[src/rtl/mem_sp_arbiter_pkg.sv]
// Shared definitions for the single-port table arbiter and its callers:
// requester count, FSM state type, an optional request payload struct and a
// small modular-add helper used by the round-robin search.
package mem_sp_arbiter_pkg;

  // Default number of requesters sharing one table.
  localparam int MEM_ARB_NUM_REQ = 3;

  // Default table geometry, used only to size the optional request struct.
  localparam int MEM_ARB_DEPTH  = 32;
  localparam int MEM_ARB_DATA_W = 16;
  localparam int MEM_ARB_ADDR_W = $clog2(MEM_ARB_DEPTH);

  // INIT clears the table after reset; RUN serves requesters.
  typedef enum logic [0:0] {
    INIT = 1'b0,
    RUN  = 1'b1
  } memArbStateT;

  // Request payload for callers wrapping the arbiter in rdy/vld interfaces.
  typedef struct packed {
    logic                      we;
    logic [MEM_ARB_ADDR_W-1:0] addr;
    logic [MEM_ARB_DATA_W-1:0] wdata;
  } memArbReqSt;

  // (base + off) mod n, assuming base < n and off < n.
  function automatic int rr_wrap(input int base, input int off, input int n);
    int s;
    s = base + off;
    if (s >= n) begin
      s = s - n;
    end
    return s;
  endfunction

endpackage

[src/rtl/mem_sp_arbiter_rr_arbiter.sv]
// Generic round-robin arbiter. Searches req starting at an internal pointer,
// returns a one-hot grant plus its index, and moves the pointer one past the
// winner whenever advance is high and a grant was issued.
module rr_arbiter
  import mem_sp_arbiter_pkg::*;
#(
  parameter  int N     = 3,
  localparam int IDX_W = (N > 1) ? $clog2(N) : 1
) (
  input  logic             clk,
  input  logic             rst_n,
  input  logic [N-1:0]     req,
  input  logic             advance,
  output logic [N-1:0]     grant,
  output logic [IDX_W-1:0] grant_idx,
  output logic             grant_any
);

  logic [IDX_W-1:0] ptr_q;
  logic [IDX_W-1:0] ptr_d;

  // Candidate index for each search position: cand[k] = (ptr + k) mod N.
  logic [IDX_W-1:0] cand [N];

  generate
    for (genvar gi = 0; gi < N; gi++) begin : g_cand
      assign cand[gi] = IDX_W'(rr_wrap(int'(ptr_q), gi, N));
    end
  endgenerate

  // Pick the first asserted request at or after the pointer; scanning from the
  // far end lets the closest candidate overwrite earlier hits.
  always_comb begin
    grant     = '0;
    grant_idx = '0;
    grant_any = 1'b0;
    for (int k = N - 1; k >= 0; k--) begin
      if (req[cand[k]]) begin
        grant           = '0;
        grant[cand[k]]  = 1'b1;
        grant_idx       = cand[k];
        grant_any       = 1'b1;
      end
    end
  end

  // Next pointer: one past the winner, wrapping; holds when nothing is granted.
  always_comb begin
    ptr_d = ptr_q;
    if (advance && grant_any) begin
      if (grant_idx == IDX_W'(N - 1)) begin
        ptr_d = '0;
      end else begin
        ptr_d = grant_idx + 1'b1;
      end
    end
  end

  // Pointer register.
  always_ff @(posedge clk or negedge rst_n) begin
    if (!rst_n) begin
      ptr_q <= '0;
    end else begin
      ptr_q <= ptr_d;
    end
  end

endmodule

[src/rtl/mem_sp_arbiter.sv]
// Shares one single-port table (1-cycle read latency) between NUM_REQ
// requesters. After reset the whole table is written with INIT_VAL, one entry
// per cycle; afterwards one access per cycle is granted round-robin and read
// data is steered back to the requester that issued the read.
module mem_sp_arbiter
  import mem_sp_arbiter_pkg::*;
#(
  parameter  int                NUM_REQ  = MEM_ARB_NUM_REQ,
  parameter  int                DEPTH    = 32,
  parameter  int                DATA_W   = 16,
  parameter  logic [DATA_W-1:0] INIT_VAL = '0,
  localparam int                ADDR_W   = $clog2(DEPTH)
) (
  input  logic                        clk,
  input  logic                        rst_n,
  input  logic [NUM_REQ-1:0]          req_vld,
  output logic [NUM_REQ-1:0]          req_rdy,
  input  logic [NUM_REQ-1:0]          req_we,
  input  logic [NUM_REQ*ADDR_W-1:0]   req_addr,
  input  logic [NUM_REQ*DATA_W-1:0]   req_wdata,
  output logic [NUM_REQ-1:0]          rsp_vld,
  output logic [DATA_W-1:0]           rsp_data,
  output logic                        init_done,
  output logic                        mem_cs,
  output logic                        mem_we,
  output logic [ADDR_W-1:0]           mem_addr,
  output logic [DATA_W-1:0]           mem_wdata,
  input  logic [DATA_W-1:0]           mem_rdata
);

  localparam int              IDX_W     = (NUM_REQ > 1) ? $clog2(NUM_REQ) : 1;
  localparam logic [ADDR_W-1:0] LAST_ADDR = ADDR_W'(DEPTH - 1);

  memArbStateT        state_q, state_d;
  logic [ADDR_W-1:0]  cnt_q, cnt_d;
  logic               init_done_q, init_done_d;
  logic [NUM_REQ-1:0] rsp_vld_q, rsp_vld_d;
  logic [ADDR_W-1:0]  addr_hold_q, addr_hold_d;
  logic [DATA_W-1:0]  wdata_hold_q, wdata_hold_d;

  // Per-requester views of the packed address and write-data buses.
  logic [ADDR_W-1:0]  addr_slice  [NUM_REQ];
  logic [DATA_W-1:0]  wdata_slice [NUM_REQ];

  generate
    for (genvar gi = 0; gi < NUM_REQ; gi++) begin : g_unpack
      assign addr_slice[gi]  = req_addr[gi*ADDR_W +: ADDR_W];
      assign wdata_slice[gi] = req_wdata[gi*DATA_W +: DATA_W];
    end
  endgenerate

  // Requests are only visible to the arbiter once the sweep is finished, so
  // anything raised during INIT simply waits with vld held high.
  logic [NUM_REQ-1:0] arb_req;
  logic [NUM_REQ-1:0] arb_grant;
  logic [IDX_W-1:0]   arb_idx;
  logic               arb_any;
  logic               arb_advance;

  assign arb_req     = (state_q == RUN) ? req_vld : '0;
  assign arb_advance = (state_q == RUN);

  rr_arbiter #(
    .N (NUM_REQ)
  ) u_rr (
    .clk       (clk),
    .rst_n     (rst_n),
    .req       (arb_req),
    .advance   (arb_advance),
    .grant     (arb_grant),
    .grant_idx (arb_idx),
    .grant_any (arb_any)
  );

  assign req_rdy   = arb_grant;
  assign rsp_vld   = rsp_vld_q;
  assign init_done = init_done_q;

  // The table returns data one cycle after the read; pass it through only on a
  // response cycle so the output reads zero otherwise.
  assign rsp_data  = (|rsp_vld_q) ? mem_rdata : '0;

  // Next-state and memory port drive: sweep writes in INIT, granted access in
  // RUN. While reset is held the port is forced quiet.
  always_comb begin
    state_d     = state_q;
    cnt_d       = cnt_q;
    init_done_d = init_done_q;
    rsp_vld_d   = '0;
    mem_cs      = 1'b0;
    mem_we      = 1'b0;
    mem_addr    = addr_hold_q;
    mem_wdata   = wdata_hold_q;

    unique case (state_q)
      INIT: begin
        mem_cs    = 1'b1;
        mem_we    = 1'b1;
        mem_addr  = cnt_q;
        mem_wdata = INIT_VAL;
        cnt_d     = cnt_q + 1'b1;
        if (cnt_q == LAST_ADDR) begin
          cnt_d       = '0;
          state_d     = RUN;
          init_done_d = 1'b1;
        end
      end
      RUN: begin
        if (arb_any) begin
          mem_cs    = 1'b1;
          mem_we    = req_we[arb_idx];
          mem_addr  = addr_slice[arb_idx];
          mem_wdata = wdata_slice[arb_idx];
          // Only reads produce a response, tagged with the granted requester.
          if (!req_we[arb_idx]) begin
            rsp_vld_d = arb_grant;
          end
        end
      end
      default: begin
        state_d = INIT;
      end
    endcase

    if (!rst_n) begin
      mem_cs    = 1'b0;
      mem_we    = 1'b0;
      mem_addr  = '0;
      mem_wdata = '0;
    end
  end

  // Idle cycles keep presenting the last address/data to avoid needless toggling.
  assign addr_hold_d  = mem_addr;
  assign wdata_hold_d = mem_wdata;

  // State, sweep counter, response strobe and port-hold registers.
  always_ff @(posedge clk or negedge rst_n) begin
    if (!rst_n) begin
      state_q      <= INIT;
      cnt_q        <= '0;
      init_done_q  <= 1'b0;
      rsp_vld_q    <= '0;
      addr_hold_q  <= '0;
      wdata_hold_q <= '0;
    end else begin
      state_q      <= state_d;
      cnt_q        <= cnt_d;
      init_done_q  <= init_done_d;
      rsp_vld_q    <= rsp_vld_d;
      addr_hold_q  <= addr_hold_d;
      wdata_hold_q <= wdata_hold_d;
    end
  end

endmodule

[config.mk]
export PLATFORM = sky130hd
export DESIGN_NAME = mem_sp_arbiter
export DESIGN_NICKNAME = d
export VERILOG_FILES = /design/src/rtl/mem_sp_arbiter_pkg.sv /design/src/rtl/mem_sp_arbiter_rr_arbiter.sv /design/src/rtl/mem_sp_arbiter.sv
export SDC_FILE = /design/constraint.sdc
export NUM_CORES = 1
export LEC_CHECK = 0
export ABC_CLOCK_PERIOD_IN_PS = 2800
export CAP_MARGIN = 10
export CELL_PAD_IN_SITES_DETAIL_PLACEMENT = 1
export CELL_PAD_IN_SITES_GLOBAL_PLACEMENT = 2
export CORE_AREA = 4 4 115 117
export CTS_CLUSTER_SIZE = 12
export DETAILED_ROUTE_END_ITERATION = 10
export DIE_AREA = 0 0 119 121
export PLACE_DENSITY_LB_ADDON = 0.2
export SYNTH_ARGS = -nofsm -noshare
export SYNTH_HDL_FRONTEND = slang
export SYNTH_HIERARCHICAL = 1
export SYNTH_SLANG_ARGS = --single-unit
export TNS_END_PERCENT = 1
[constraint.sdc]
create_clock -name clk -period 2.8 [get_ports clk]
set_clock_uncertainty 0.2 [all_clocks]
set_input_delay 0.56 -clock clk [delete_from_list [all_inputs] [get_ports clk]]
set_output_delay 0.56 -clock clk [all_outputs]
set_load 0.01 [all_outputs]
==> results of run 1 <==
## worst paths after layout
path | start | endpoint | slack (ns) | cells after the start
hold reg to reg | init_done$_DFFE_PN0P_ | init_done$_DFFE_PN0P_ | 0.27 | 1
min in group clk | init_done$_DFFE_PN0P_ | init_done$_DFFE_PN0P_ | 0.27 | 1
hold / removal | rst_n | wdata_hold_q[12]$_DFF_PN0_ | 0.05 | 2
setup / recovery | u_rr/ptr_q[1]$_DFFE_PN0P_ | mem_wdata[11] | -0.60 | 12
max in group asynchronous | rst_n | wdata_hold_q[7]$_DFF_PN0_ | 2.10 | 2
setup reg to reg | u_rr/ptr_q[1]$_DFFE_PN0P_ | wdata_hold_q[2]$_DFF_PN0_ | 0.21 | 13
## per-layer routing
metal	track usage	wire length, µm	up-vias
met1	0.1811	4626	1348
met5	0	0	-
met2	0.2370	4911	97
li1	-	-	1309
met3	0.03963	678	8
met4	0.02390	98	0
## power groups by stage
stage / clock, mW / sequential, mW / combinational, mW
6_report: 0.542 / 0.674 / 4.06
5_1_grt: 0.582 / 0.691 / 4.36
4_1_cts: 0.557 / 0.675 / 3.90
3_5_place_dp: 0 / 0.683 / 3.21
3_3_place_gp: 0 / 0.675 / 3.19
2_1_floorplan: 0 / 0.679 / 1.83
## registers in the layout, indices dropped and copies added, names as in the netlist
name          flops
wdata_hold_q     16
addr_hold_q       5
init_done         1
u_rr/ptr_q        2
arb_advance       1
rsp_vld           3
cnt_q             5
## logic make-up (layout without fill, tap and decap cells)
logic type,Yosys count,in the layout,synth area share
adder cells (fa/ha/maj),7,7,0.03648
AND/OR/NAND/NOR,59,59,0.1454
buffers and inverters,28,224,0.07086
flip-flops,33,33,0.3439
multiplexers,30,30,0.1292
AO/OA/AOI/OAI,92,93,0.2741
## per-stage QoR
step	util	TNS, ns	instances	hold slack, ns
3_5_place_dp	0.3485	-30.19	576	0.2574
3_3_place_gp	0.3485	-30.07	576	0.2528
6_report	0.4087	-13.39	618	0.05100
4_1_cts	0.3975	-13.93	613	0.04863
5_1_grt	0.4087	-16.28	618	0.05220
2_1_floorplan	-	-0.4520	249	0.06441
## repair_timing
item,CTS,global route
endpoints found under the setup margin,27,26
setup buffers,26,5
cloned,4,0
resized for setup,158,23
pin swaps,24,21
hold buffers,0,0
## placed cells by master, fill, tap and decap left out, types with 9 or more instances in the layout
master	n
buf_2	19
dfrtp_1	32
a21oi_2	16
clkdlybuf4s50_1	102
a2bb2oi_2	14
buf_4	58
mux2i_2	11
nand2_1	9
nor2b_1	18
o21ai_0	13
buf_6	11
## synth_stat cells, drive strengths merged (2+ instances only)
cell | instances | area (µm²)
clkbuf | 5 | 26.27
and3 | 2 | 13.77
nor2b | 19 | 118.9
nand2b | 3 | 18.77
o21ai | 20 | 100.1
a211oi | 2 | 27.53
o21a | 6 | 45.04
nor2 | 6 | 25.03
nand2 | 12 | 52.55
dfrtp | 33 | 825.8
nand3 | 2 | 10.01
a32o | 5 | 50.05
o22ai | 4 | 45.04
inv | 8 | 30.03
o211ai | 6 | 45.04
and2 | 5 | 31.28
buf | 15 | 113.9
mux2i | 25 | 254.0
mux2 | 5 | 56.30
o31ai | 2 | 15.01
nand3b | 6 | 45.04
ha | 7 | 87.58
a21oi | 22 | 110.1
a2bb2oi | 16 | 140.1
## cell type report
class	count	area (µm²)
fill	1401	7311
multi-input combinational	189	1831
inverter	8	32.53
timing repair buffer	209	2004
sequential	33	827.0
tap	172	215.2
clock buffer	7	142.6
==> flow_summary.yaml, run 1 <==
outcome:
  status: "finished, violations left"
  violations: "setup timing"
timing:
  finalCriticalPeriod_ns: 3.404
  setup_ws_ns: -0.6039
  rsz0062_at_grt: "yes"
  fin_crit_sh: 1.216
  maxSlewViolCount: 0
  slew_headroom: 0.7114
  tightest_slew_ns: 0.4318
  max_freq_ghz: 0.2938
  setup_viol: 26
  hold_violations: 0
drt:
  via_count: 2762
  first_iter_violations: 49
  drc: 0
  via_per_inst: 4.469
  drtPass1Iterations: 4
  wl_per_cell_um: 16.69
  ant_nets: 0
  drt_wl_total_mm: 10.31
hold_path:
  hold_class: "input pin to async pin"
grt:
  grt_use_total: 0.1403
  grt_pass1_vias: 3054
  grt_max_degree: 23
  antenna_found_initial: 0
  grt_pass1_wl_mm: 16.33
  overflow: 0
floorplan:
  coreArea_mm2: 0.01236
  dieWidth_um: 119
  pin_count: 133
  fp.dieArea_mm2: 0.01440
  initial_core_util: 0.1942
  die_height_um: 121
  rows: 41
power_and_ir_drop:
  swShare: 0.3887
  ir_drop_v: 0.0003263
  power_density_mw_per_mm2: 1044
  seqPwrFrac: 0.128
  pwr-share-comb: 0.769
  p_leak_nw: 2.117
  finalPower_mw: 5.275
  p_sw_mw: 2.050
  clkPwrFrac: 0.103
  internal_power_mw: 3.225
critical_path:
  cpMostUsedCell: "buf_12"
  worst_path_dominant_cell_family: "buffers and inverters"
  critical_path_required_ns: 2.04
  cp.buffers_inverters: 6
  path_cells: "ha_4 > buf_4 > a21oi_1 > o31a_2 > inv_4 > buf_12 > buf_12 > buf_6 > mux2i_4 > a2bb2oi_2 > a21oi_2 > buf_2"
  critical_path_class: "register to output pin"
  cp-start-kind: "register"
  critPathCaptureType: "output pin"
  critical-path-max-stage-delay_ns: 0.42
  slowest_stage: "dfrtp_1"
  arrival_ns: 2.64
  cp_max_fo: 7
clocking:
  clock_latency_ns: 0.27
  cts_root_buf: "clkbuf_16"
  cts.clk_slew.worst_paths_ns: 0.05
  cts_tree: "done"
  clockBufferDepth: 2
  cts_buffers: 5
  h-tree-depth: 2
  clock_sinks: 33
finish:
  area_delta_synth_final_pct: 110.4
  antennaDiodeCount: 0
  drive_above_1_share: 0.4305
  finalInstanceArea_mm2: 0.005052
  fin_nets: 540
synthesis:
  synth.distinct_cells: 51
  syn_avg_cell_area_um2: 9.643
  synth_ff_type: "dfrtp_1"
  synth_edf_count: 0
  async_flop_share: 1.000
  yosys_register_bits: 33
  syn_inst: 249
  ys_warn_count: 6
  yosysSeqAreaShare: 0.3439
  syn_nets: 343
  netlist_area_mm2: 0.002401
place:
  place_hpwl_mm: 7.204
  preCtsSetupSlack_ns: -1.145
  place_area_mm2: 0.004309
  place.gp.congestion: 0.7793
  io_buffers: 132
flow_run:
  drv_cap: 0
Note: power is estimated with default switching activity, not from simulation.
==> run 2, diff against run 1 <==
--- a/config.mk
+++ b/config.mk
@@ -6,7 +6,7 @@
 export NUM_CORES = 1
 export LEC_CHECK = 0
 export ABC_CLOCK_PERIOD_IN_PS = 2800
-export CAP_MARGIN = 10
+export CAP_MARGIN = 20
 export CELL_PAD_IN_SITES_DETAIL_PLACEMENT = 1
 export CELL_PAD_IN_SITES_GLOBAL_PLACEMENT = 2
 export CORE_AREA = 4 4 115 117
@@ -14,6 +14,7 @@
 export DETAILED_ROUTE_END_ITERATION = 10
 export DIE_AREA = 0 0 119 121
 export PLACE_DENSITY_LB_ADDON = 0.2
+export SKIP_LAST_GASP = 1
 export SYNTH_ARGS = -nofsm -noshare
 export SYNTH_HDL_FRONTEND = slang
 export SYNTH_HIERARCHICAL = 1
==> run 2 against run 1 <==
Compared with the run above:
- the run still ends with setup timing left
- power fell by 1.3%
- via count fell by 0.72%
- count of clock-buffer cells in the layout did not move
- non-clock buffer count fell by 1
- core utilization fell by 0.47 points
- critical path depth fell by 1
- sequential cell count did not move
- sequential share of layout area rose by 0.19 points
- register-to-register slack improved by 0.02 ns
- die area did not move
- first-iteration DRC count rose by 2.0%
- largest power group unchanged
==> flow_summary.yaml, run 2 (synthesis results as in run 1) <==
place:
  place.gp.congestion: 0.7793
  placed_cells: 576
  place_hpwl_mm: 7.204
  preCtsSetupSlack_ns: -1.145
  io_buffers: 132
floorplan:
  die_height_um: 121
  dieWidth_um: 119
  rows: 41
  pin_count: 133
  fp.dieArea_mm2: 0.01440
  initial_core_util: 0.1942
  coreArea_mm2: 0.01236
drt:
  via_count: 2742
  first_iter_violations: 50
  drc: 0
  via_per_inst: 4.444
  wl_per_cell_um: 16.51
  drtPass1Iterations: 4
  ant_nets: 0
  drt_wl_total_mm: 10.19
clocking:
  clockBufferDepth: 2
  cts_tree: "done"
  cts.clk_slew.worst_paths_ns: 0.06
  h-tree-depth: 2
  clock_latency_ns: 0.27
  cts_buffers: 5
  cts_root_buf: "clkbuf_16"
  clock_sinks: 33
finish:
  largest_register_ffs: 16
  fill_cells: 1400
  final_cell_mix: "clkdlybuf4s50_1 (105), buf_4 (60), dfrtp_1 (32)"
  fin_nets: 539
  largest-register: "wdata_hold_q"
  antennaDiodeCount: 0
  utilization: 0.4040
  drive_above_1_share: 0.4067
  final_common_cell: "clkdlybuf4s50_1"
  largest_registers: "wdata_hold_q (16), addr_hold_q (5), cnt_q (5)"
  instances_no_fill: 617
  multi_input_area_mm2: 0.001783
  area_delta_synth_final_pct: 108.0
  ff_latch_area_um2: 827.0
timing:
  rsz0062_at_grt: "yes"
  maxSlewViolCount: 0
  holdWs_ns: 0.04758
  tns_ns: -14.84
  finalCriticalPeriod_ns: 3.437
  setup_viol: 26
  max_freq_ghz: 0.2910
  fin_crit_sh: 1.227
  tightest_slew_ns: 0.4244
  setup_ws_ns: -0.6369
  slew_headroom: 0.7163
  hold_violations: 0
grt:
  grt_max_degree: 23
  grt_use_total: 0.1404
  grt_pass1_wl_mm: 16.35
  overflow: 0
  grt_pass1_vias: 3065
  antenna_found_initial: 0
critical_path:
  cp_max_fo: 11
  cp-start-kind: "register"
  critPathCaptureType: "output pin"
  critical_path_class: "register to output pin"
  critical_path_required_ns: 2.04
  arrival_ns: 2.68
power_and_ir_drop:
  p_leak_nw: 2.104
  power_density_mw_per_mm2: 1043
  ir_drop_v: 0.0003191
outcome:
  status: "finished, violations left"
  violations: "setup timing"
flow_run:
  drv_cap: 0
hold_path:
  hold_class: "input pin to async pin"
run 2: what timing repair did:
action,CTS,global route
gates cloned,4,0
hold buffers,0,0
gates resized for setup,139,10
endpoints found under the setup margin,27,26
setup buffers,26,4
pin swaps,23,12
run 2: layout make-up:
| cell class | count | share of cell area |
|---|---|---|
| multi-input combinational | 189 | 0.3570 |
| inverter | 8 | 0.006513 |
| tap | 172 | 0.04309 |
| clock buffer | 7 | 0.02856 |
| timing repair buffer | 208 | 0.3993 |
| sequential | 33 | 0.1656 |
run 2: metrics by stage:
stage          power, mW  cell area [µm²]
6_report           5.207             4995
5_1_grt            5.561             4995
4_1_cts            5.129             4908
3_5_place_dp       3.891             4309
3_3_place_gp       3.864             4309
2_1_floorplan      2.506             2589
run 2: layer usage:
| layer | global-route usage | wire length, µm | up-vias |
|---|---|---|---|
| li1 | - | - | 1314 |
| met4 | 0.01955 | 68 | 0 |
| met1 | 0.1811 | 4609 | 1325 |
| met5 | 0 | 0 | - |
| met2 | 0.2391 | 4846 | 95 |
| met3 | 0.04009 | 661 | 8 |
run 2: power breakdown:
| part | internal [mW] | switching [mW] |
|---|---|---|
| logic | 2.22 | 1.77 |
| clock network | 0.349 | 0.192 |
| registers | 0.623 | 0.0510 |
| total | 3.19 | 2.01 |
run 2: path summary, 6_finish.rpt:
path                                            from                         end  slack, ns  depth (start not counted)
max                        u_rr/ptr_q[1]$_DFFE_PN0P_                mem_wdata[5]      -0.64                         11
min                                            rst_n  wdata_hold_q[12]$_DFF_PN0_       0.05                          2
max reg2reg                u_rr/ptr_q[1]$_DFFE_PN0P_    addr_hold_q[3]$_DFF_PN0_       0.23                         10
min reg2reg                    init_done$_DFFE_PN0P_       init_done$_DFFE_PN0P_       0.27                          1
max in group asynchronous                      rst_n   wdata_hold_q[0]$_DFF_PN0_       2.09                          2
min in group clk               init_done$_DFFE_PN0P_       init_done$_DFFE_PN0P_       0.27                          1
run 2: critical path: stages, from the launching register on:
cell	delay, ns
dfrtp_1	0.42
ha_4	0.29
nand2b_1	0.17
and3_2	0.28
nor2_2	0.17
o22ai_4	0.09
buf_4	0.14
buf_8	0.11
buf_6	0.15
a2bb2oi_2	0.17
a21oi_2	0.15
clkdlybuf4s15_1	0.26
==> run 3, diff against run 2 <==
--- a/config.mk
+++ b/config.mk
@@ -9,10 +9,10 @@
 export CAP_MARGIN = 20
 export CELL_PAD_IN_SITES_DETAIL_PLACEMENT = 1
 export CELL_PAD_IN_SITES_GLOBAL_PLACEMENT = 2
-export CORE_AREA = 4 4 115 117
+export CORE_AREA = 2 2 113 115
 export CTS_CLUSTER_SIZE = 12
 export DETAILED_ROUTE_END_ITERATION = 10
-export DIE_AREA = 0 0 119 121
+export DIE_AREA = 0 0 115 117
 export PLACE_DENSITY_LB_ADDON = 0.2
 export SKIP_LAST_GASP = 1
 export SYNTH_ARGS = -nofsm -noshare
==> run 3 against run 2 <==
Compared with the run above:
- the run still ends with setup timing left
- maximum frequency shrank 3.0%
- sequential cell count is the same
- core utilization decreased by 1.5 points
- largest power group unchanged
==> flow_summary.yaml, run 3 (synthesis results as in run 1) <==
timing:
  setup_viol: 26
  setup_ws_ns: -0.7427
  slew_headroom: 0.7514
  tightest_slew_ns: 0.3730
  fin_crit_sh: 1.265
  rsz0062_at_grt: "yes"
  finalCriticalPeriod_ns: 3.543
  hold_violations: 0
  max_freq_ghz: 0.2823
  holdWs_ns: 0.04765
  maxSlewViolCount: 0
finish:
  largest_register_ffs: 16
  fin_nets: 536
  drive_above_1_share: 0.3679
  fill_cells: 1374
  final_cell_mix: "clkdlybuf4s50_1 (106), buf_4 (61), dfrtp_1 (32)"
  largest-register: "wdata_hold_q"
  utilization: 0.3887
  final_common_cell: "clkdlybuf4s50_1"
  largest_registers: "wdata_hold_q (16), addr_hold_q (5), cnt_q (5)"
  instances_no_fill: 593
  antennaDiodeCount: 0
  area_delta_synth_final_pct: 99.32
drt:
  drt_wl_total_mm: 9.310
  drc: 0
  first_iter_violations: 76
  via_count: 2649
  via_per_inst: 4.467
  ant_nets: 0
  wl_per_cell_um: 15.70
  drtPass1Iterations: 4
power_and_ir_drop:
  ir_drop_v: 0.0003139
  finalPower_mw: 4.932
  power_density_mw_per_mm2: 1031
  p_leak_nw: 2.072
critical_path:
  arrival_ns: 2.78
  r2r_slack_ns: 0.09
  critical_path_class: "input pin to output pin"
  critPathCaptureType: "output pin"
  critical_path_required_ns: 2.04
  critPathLaunch: "req_vld[0]"
  cp_max_fo: 8
  regToRegStartpoint: "u_rr/ptr_q[0]$_DFFE_PN0P_"
  cp-start-kind: "input pin"
  r2r_cells: 12
place:
  io_buffers: 132
  placed_cells: 561
  preCtsSetupSlack_ns: -1.114
  place.gp.congestion: 0.7778
  place_hpwl_mm: 7.137
floorplan:
  dieWidth_um: 115
  rows: 41
  initial_core_util: 0.1950
  pin_count: 133
  coreArea_mm2: 0.01231
  fp.dieArea_mm2: 0.01346
  die_height_um: 117
grt:
  grt_pass1_vias: 2727
  grt_max_degree: 26
  grt_pass1_wl_mm: 13.98
  grt_use_total: 0.1324
  antenna_found_initial: 0
  overflow: 0
clocking:
  clock_sinks: 33
  clock_latency_ns: 0.28
  cts_buffers: 5
  cts.clk_slew.worst_paths_ns: 0.06
  cts_root_buf: "clkbuf_16"
  h-tree-depth: 2
  cts_tree: "done"
  clockBufferDepth: 2
outcome:
  violations: "setup timing"
  status: "finished, violations left"
hold_path:
  hold_class: "input pin to async pin"
flow_run:
  drv_cap: 0
## run 3: per-stage QoR
stage                     instance area, µm²  TNS, ns
after floorplan                         2589  -0.4520
after global placement                  4384   -26.29
after detailed placement                4384   -27.00
after CTS                               4631   -21.93
after global routing                    4786   -21.16
final                                   4786   -17.19
## run 3: final timing paths
check / to
hold / removal: cnt_q[0]$_DFFE_PN0N_
max in group asynchronous: wdata_hold_q[4]$_DFF_PN0_
hold reg to reg: init_done$_DFFE_PN0P_
min in group clk: init_done$_DFFE_PN0P_
setup / recovery: mem_addr[3]
setup reg to reg: wdata_hold_q[15]$_DFF_PN0_
## run 3: final cells by class
cell class              instances  area, µm²  area share
repair buffers                206       1921      0.4013
flip-flops and latches         33      827.0      0.1728
clock buffers                   5      125.1     0.02614
inverters                       8      30.03    0.006275
well taps                     150      187.7     0.03922
clock inverters                 3      46.29    0.009673
multi-input cells             188       1649      0.3446
## run 3: timing repair
action,CTS,global route
cloned,0,1
setup endpoints to repair,26,30
pin swaps,2,12
buffers inserted,8,15
resized for setup,37,55
hold buffers,0,0
endpoints found under the hold margin,0,0
## run 3: metal layers
metal / routed length [µm] / part of all wire / track usage / vias up
li1: - / - / - / 1297
met1: 4202 / 0.45 / 0.1718 / 1249
met5: 0 / 0 / 0 / -
met2: 4387 / 0.47 / 0.2259 / 99
met4: 42 / 0.0045 / 0.02088 / 0
met3: 677 / 0.073 / 0.03553 / 4
## run 3: worst max-delay path, stage by stage
cell,delay (ns)
clkdlybuf4s50_1,0.39
and2_4,0.17
nor4b_2,0.27
o21ai_0,0.11
o31a_2,0.13
inv_2,0.09
buf_12,0.14
mux2i_2,0.26
o211ai_1,0.13
a32o_2,0.24
dlygate4sd2_1,0.29
## run 3: power breakdown
group          switching [mW]  internal (mW)
registers              0.0477          0.622
clock network           0.219          0.421
logic                    1.60           2.02
total                    1.87           3.06
